## config.mk

```make
export PLATFORM = sky130hd
export DESIGN_NAME = ex_mem_stage
export DESIGN_NICKNAME = d
export VERILOG_FILES = /design/src/rtl/ex_mem_stage.sv
export SDC_FILE = /design/constraint.sdc
export NUM_CORES = 1
export LEC_CHECK = 0
export ABC_AREA = 1
export CAP_MARGIN = 5
export CELL_PAD_IN_SITES_DETAIL_PLACEMENT = 1
export CELL_PAD_IN_SITES_GLOBAL_PLACEMENT = 1
export CORE_UTILIZATION = 26
export CTS_BUF_LIST = sky130_fd_sc_hd__clkbuf_8
export CTS_CLUSTER_DIAMETER = 100
export DETAILED_ROUTE_END_ITERATION = 12
export PLACE_DENSITY_LB_ADDON = 0.15
export SLEW_MARGIN = 20
export SYNTH_ARGS = -nofsm -noshare
export SYNTH_HDL_FRONTEND = slang
export SYNTH_SLANG_ARGS = --single-unit
```

## constraint.sdc

```tcl
create_clock -name clock -period 1.68 [get_ports clock]
set_input_delay 0.168 -clock clock [delete_from_list [all_inputs] [get_ports clock]]
set_output_delay 0.168 -clock clock [all_outputs]
set_load 0.01 [all_outputs]
```

## src/rtl/ex_mem_stage.sv

```systemverilog
// EX/MEM pipeline register: resolves conditional writes against the CCR and drives the forwarding port.
// Define EX_MEM_SQUASH_CNT_EN to add the saturating squash_count output.
module ex_mem_stage #(
  parameter int DATA_W = 16,
  parameter int REG_AW = 3
) (
  input  logic              clock,
  input  logic              reset,
  input  logic              ex_valid,
  input  logic [DATA_W-1:0] ex_alu_result,
  input  logic [DATA_W-1:0] ex_store_data,
  input  logic [DATA_W-1:0] ex_pc,
  input  logic [REG_AW-1:0] ex_dest,
  input  logic              ex_reg_write,
  input  logic              ex_mem_read,
  input  logic              ex_mem_write,
  input  logic [1:0]        ex_cond,
  input  logic              carry_flag,
  input  logic              zero_flag,
  input  logic              stall,
  input  logic              flush,
  output logic              mem_valid,
  output logic [DATA_W-1:0] mem_alu_result,
  output logic [DATA_W-1:0] mem_store_data,
  output logic [DATA_W-1:0] mem_pc,
  output logic [REG_AW-1:0] mem_dest,
  output logic              mem_reg_write,
  output logic              mem_mem_read,
  output logic              mem_mem_write,
  output logic              fwd_en,
  output logic [REG_AW-1:0] fwd_dest,
  output logic [DATA_W-1:0] fwd_data,
  output logic              load_use
`ifdef EX_MEM_SQUASH_CNT_EN
  ,
  output logic [15:0]       squash_count
`endif
);

  localparam logic [1:0] COND_CARRY = 2'b01;
  localparam logic [1:0] COND_ZERO  = 2'b10;

  logic cond_ok;
  logic load_en;

  always_comb begin
    cond_ok = 1'b1;
    if (ex_cond == COND_CARRY)
      cond_ok = carry_flag;
    else if (ex_cond == COND_ZERO)
      cond_ok = zero_flag;
  end

  assign load_en = ~flush & ~stall;

  always_ff @(posedge clock) begin
    if (reset) begin
      mem_valid      <= 1'b0;
      mem_alu_result <= '0;
      mem_store_data <= '0;
      mem_pc         <= '0;
      mem_dest       <= '0;
      mem_reg_write  <= 1'b0;
      mem_mem_read   <= 1'b0;
      mem_mem_write  <= 1'b0;
    end else if (flush) begin
      // Bubble: only the qualifiers are cleared, data fields are don't-care.
      mem_valid     <= 1'b0;
      mem_reg_write <= 1'b0;
      mem_mem_read  <= 1'b0;
      mem_mem_write <= 1'b0;
    end else if (load_en) begin
      mem_valid      <= ex_valid;
      mem_alu_result <= ex_alu_result;
      mem_store_data <= ex_store_data;
      mem_pc         <= ex_pc;
      mem_dest       <= ex_dest;
      mem_reg_write  <= ex_valid & ex_reg_write & cond_ok;
      mem_mem_read   <= ex_valid & ex_mem_read;
      mem_mem_write  <= ex_valid & ex_mem_write & cond_ok;
    end
  end

  // Loads are not forwardable from here; their data arrives a stage later.
  assign fwd_en   = mem_valid & mem_reg_write & ~mem_mem_read;
  assign fwd_dest = mem_dest;
  assign fwd_data = mem_alu_result;
  assign load_use = mem_valid & mem_mem_read & mem_reg_write;

`ifdef EX_MEM_SQUASH_CNT_EN
  logic squash_hit;

  assign squash_hit = load_en & ex_valid & ~cond_ok &
                      ((ex_cond == COND_CARRY) | (ex_cond == COND_ZERO));

  always_ff @(posedge clock) begin
    if (reset)
      squash_count <= '0;
    else if (squash_hit && (squash_count != 16'hFFFF))
      squash_count <= squash_count + 16'd1;
  end
`endif

endmodule

```

### Word level (Yosys, flattened, before mapping)

Cells that the tools add are included.

| operators by class | value |
|---|---|
| equal/unequal tests | 2 |
| muxes and demuxes | 2 |
| bitwise operators | 13 |
| reductions and logical operators | 2 |

Operators with widths:

| operator | number |
|---|---|
| 1-bit bitwise AND | 10 |
| 1-bit inverter | 3 |
| 2-bit by 1-bit equality test with 1-bit output, second input constant | 1 |
| 2-bit equality test, second input constant | 1 |
| 1-bit two-way mux | 2 |
| 2-bit AND reduction | 1 |
| 2-bit OR reduction | 1 |

| storage, ports and cells | value |
|---|---|
| bits in registers | 55 |

### Depth between registers and ports, before layout

Gate-level depths: netlist (run 1).

| depth | value |
|---|---|
| depth in word-level cells | 4 |
| depth in mapped cells | 6 |
| depth with buffers taken out | 6 |

### Worst setup path before layout (run 1)

Ideal clock, no wire load.

| timing | value |
|---|---|
| path type | input to register |
| from | in flush |
| to | reg mem_alu_result[0] (netlist: fwd_data[0]) |
| setup time | 0.116 ns |
| arrival time | 0.695 ns |
| path slack | 0.869 ns |
| cell stages on the path | 5 |
| path buffers | 1 |
| path through | nor2_4 -> inv_2 -> buf_2 -> nor2_1 -> nor2_1 |

| between the ends | value |
|---|---|
| word-level cells in the longest chain between the ends | 3 |

Ends and longest elaborated chain:

| item | RTL line | source |
|---|---|---|
| from (decl) | 21 | `input logic flush,` |
| 1-bit inverter (no source line) (*) | n/a |  |
| 1-bit bitwise AND | 54 | `assign load_en = ~flush & ~stall;` |
| 2-bit AND reduction (no source line) (*) | n/a |  |
| to (signal assigned) | 74 | `mem_alu_result <= ex_alu_result;` |
| to (decl) | 23 | `output logic [DATA_W-1:0] mem_alu_result,` |

Mark *: on every way between the ends. The rest lies on a longest branch, timed or not.
A chain may end at the register's enable or synchronous reset.

### Worst setup path after layout (run 1)

| timing | value |
|---|---|
| from | reg mem_valid |
| to | out load_use |

| between the ends | value |
|---|---|
| word-level cells in the longest chain between the ends | 2 |

Ends and longest elaborated chain:

| item | RTL line | source |
|---|---|---|
| from (decl) | 22 | `output logic mem_valid,` |
| from (signal assigned) | 73 | `mem_valid <= ex_valid;` |
| 1-bit bitwise AND (2 in a row) | 88 | `assign load_use = mem_valid & mem_mem_read & mem_reg_write;` |
| to (decl) | 33 | `output logic load_use` |

No other way between the ends.

==> flow_metrics.py, run 1 <==
metrics = {
    "sta": {
        "tightest_slew_ns": 0.319,
        "finalMaxSlewViolations": 0,
        "setup_tns_ns": 0,
        "grt_setup_unrepaired": "no",
        "max-slew-margin-rel_pct": 78.7,
        "setup_viol": 0,
        "skew_ns": 0,
        "final-hold-violation-count": 0,
        "post-route-min-period_ns": 1.57,
        "fmax_mhz": 636,
        "period_share_pct": 93.5,
    },
    "setup_path": {
        "cp_slowest_stage_delay_ns": 0.55,
        "start_kind": "register",
        "path_class": "reg -> out",
        "path_max_fanout": 3,
        "crit_arrival_ns": 1.40,
        "slowest_stage": "clkdlybuf4s50_1",
        "crit_chain": "nand2_1 -> nor2_1 -> clkdlybuf4s50_1",
        "critPathRequiredTime_ns": 1.51,
        "setup.worst_path.end_class": "primary output",
    },
    "clock_network": {
        "hold_buffers": 0,
        "clk_latency_ns": 0.29,
        "numCtsBuffers": 5,
        "cts_setup_buffers": 0,
        "clk_path_buf_depth": 2,
        "cts.sinks": 55,
        "root_buffer": "clkbuf_8",
        "path_clk_slew_ns": 0.09,
        "cts_tree": "yes",
        "cts-htree-levels": 2,
    },
    "place": {
        "gp_congestion": 0.701,
        "io_buffers": 138,
        "dp_hpwl_mm": 4.65,
    },
    "floorplan": {
        "die_h_um": 91.5,
        "start_util_pct": 26.9,
        "ios": 139,
        "fp.dieArea_um2": 8360,
        "core_um2": 7730,
        "dieWidth_um": 91.5,
        "num_rows": 32,
    },
    "drt": {
        "drt-vias-per-instance": 4.39,
        "drt_drc_violations_left": 0,
        "drtIter0Drc": 65,
        "num_vias": 2161,
        "drt_pass1_iterations": 4,
        "final_antenna_net_count": 0,
        "route.final.wire_length_mm": 6.46,
        "wire_per_inst_um": 13.1,
    },
    "global_routing": {
        "grt_max_degree": 32,
        "grt-ovfl-total": 0,
        "grt_use_total_pct": 15.7,
        "antenna_found_initial": 0,
        "grt_pass1_wl_mm": 10.5,
        "first_global_vias": 2217,
    },
    "finish": {
        "syn_to_final_growth_pct": 71.2,
        "postLayoutCoreUtil_pct": 46.1,
        "drive_gt1_share_pct": 4.36,
        "fin_nets": 452,
        "diodes": 0,
        "final_common_cell": "clkdlybuf4s50_1",
        "fill_cells": 924,
        "final_cell_mix": "clkdlybuf4s50_1 (138), nor2_1 (106), dfxtp_1 (54)",
    },
    "power": {
        "p_leak_nw": 1.43,
        "vdd_drop_max_mv": 0.324,
        "power_density_nw_per_um2": 786,
    },
    "status": {
        "status": "completed",
    },
    "yosys": {
        "synth_nets": 335,
        "syn_inst": 272,
        "synth_area_leaders": "dfxtp_1 (53%), nor2_1 (19%), o21ai_0 (13%)",
        "ys_seq_area_share_pct": 52.9,
        "ys_warn_count": 0,
        "synth_top_area_cell": "dfxtp_1",
        "synth_top_area_share_pct": 52.9,
        "avgSynthCellArea_um2": 7.65,
        "synthesis.area_um2": 2080,
        "ys_types": 14,
        "ys_ff_latch": 55,
    },
    "flow_run": {
        "cap_viol_max_count": 0,
    },
    "worst_hold_path": {
        "hold_class": "in -> reg",
    },
}
==> worst max-delay path: cells and delay by family (launching register included) <==
| kind | cells | cell delay (ns) |
|---|---|---|
| buffers and inverters | 1 | 0.55 |
| DFF | 1 | 0.38 |
| and+or+nand+nor | 2 | 0.18 |
==> flip-flops by register name, indices dropped and copies added, names as in the netlist <==
| register | flops |
|---|---|
| mem_reg_write | 1 |
| fwd_dest | 3 |
| fwd_data | 16 |
| mem_valid | 1 |
| mem_mem_write | 1 |
| mem_mem_read | 1 |
| mem_pc | 16 |
| mem_store_data | 16 |
==> worst paths after layout <==
path | slack, ns | end | cells past startpoint | startpoint
setup / recovery | 0.11 | load_use | 3 | mem_valid$_SDFFE_PP0P_
hold / removal | 0.43 | mem_mem_read$_SDFFE_PP0P_ | 3 | ex_mem_read
setup reg to reg | 0.99 | mem_store_data[2]$_SDFFE_PP0P_ | 2 | mem_store_data[2]$_SDFFE_PP0P_
hold reg to reg | 0.49 | mem_mem_write$_SDFFE_PP0P_ | 2 | mem_mem_write$_SDFFE_PP0P_
==> report_power, final <==
part           switching [mW]  leakage, nW  internal, mW
clock network           0.399       0.0557         0.371
registers              0.0485        0.454          1.39
logic                   0.232        0.924         0.365
==> repair_timing <==
action	4_1_cts	5_1_grt
setup endpoints to repair	0	1
gates resized for setup	0	1
hold endpoints to repair	0	0
==> Yosys cell counts <==
master	count
inv_2	1
nor2_4	1
buf_4	19
or2_2	1
o21ai_0	52
a21oi_1	4
nor2_1	106
buf_2	9
inv_1	6
dfxtp_1	55
nand2_1	11
nand3_1	1
clkbuf_1	5
clkbuf_2	1
==> layer usage <==
layer / track usage [%] / wire (µm)
met1: 18.5 / 2790
met2: 26.8 / 3030
met3: 5.44 / 564
met4: 4.76 / 71
met5: 0 / 0
==> per-stage QoR <==
step | hold WS (ns) | total power, mW | std cells | setup slack [ns] | instance area [µm²]
after floorplan | 0.303 | 1.68 | 272 | 0.869 | 2080
after global placement | 0.455 | 2.05 | 484 | 0.263 | 3460
after detailed placement | 0.479 | 2.07 | 484 | 0.208 | 3460
after CTS | 0.427 | 2.86 | 492 | 0.0764 | 3560
after global routing | 0.446 | 2.97 | 492 | 0.00944 | 3560
final | 0.431 | 2.80 | 492 | 0.109 | 3560
==> final cells by class <==
type	count	area (µm²)	share of cell area, %
inverter	7	26.3	0.738
clock inverter	1	3.75	0.105
tap	102	128	3.58
multi-input combinational	176	742	20.8
sequential	55	1100	30.9
clock buffer	7	96.3	2.70
timing repair buffer	144	1460	41.1
==> kinds of logic after synthesis <==
group | share of synthesized area [%]
simple gates | 22.2
buf+inv | 11.4
flops | 52.9
compound gates | 13.5
Power figures use the tool's default switching activity.
==> run 2: changes to the inputs <==
- CTS_CLUSTER_SIZE: unset -> 25
==> results of run 2 <==
Final layout, timing and power as in run 1 (identical DEF).
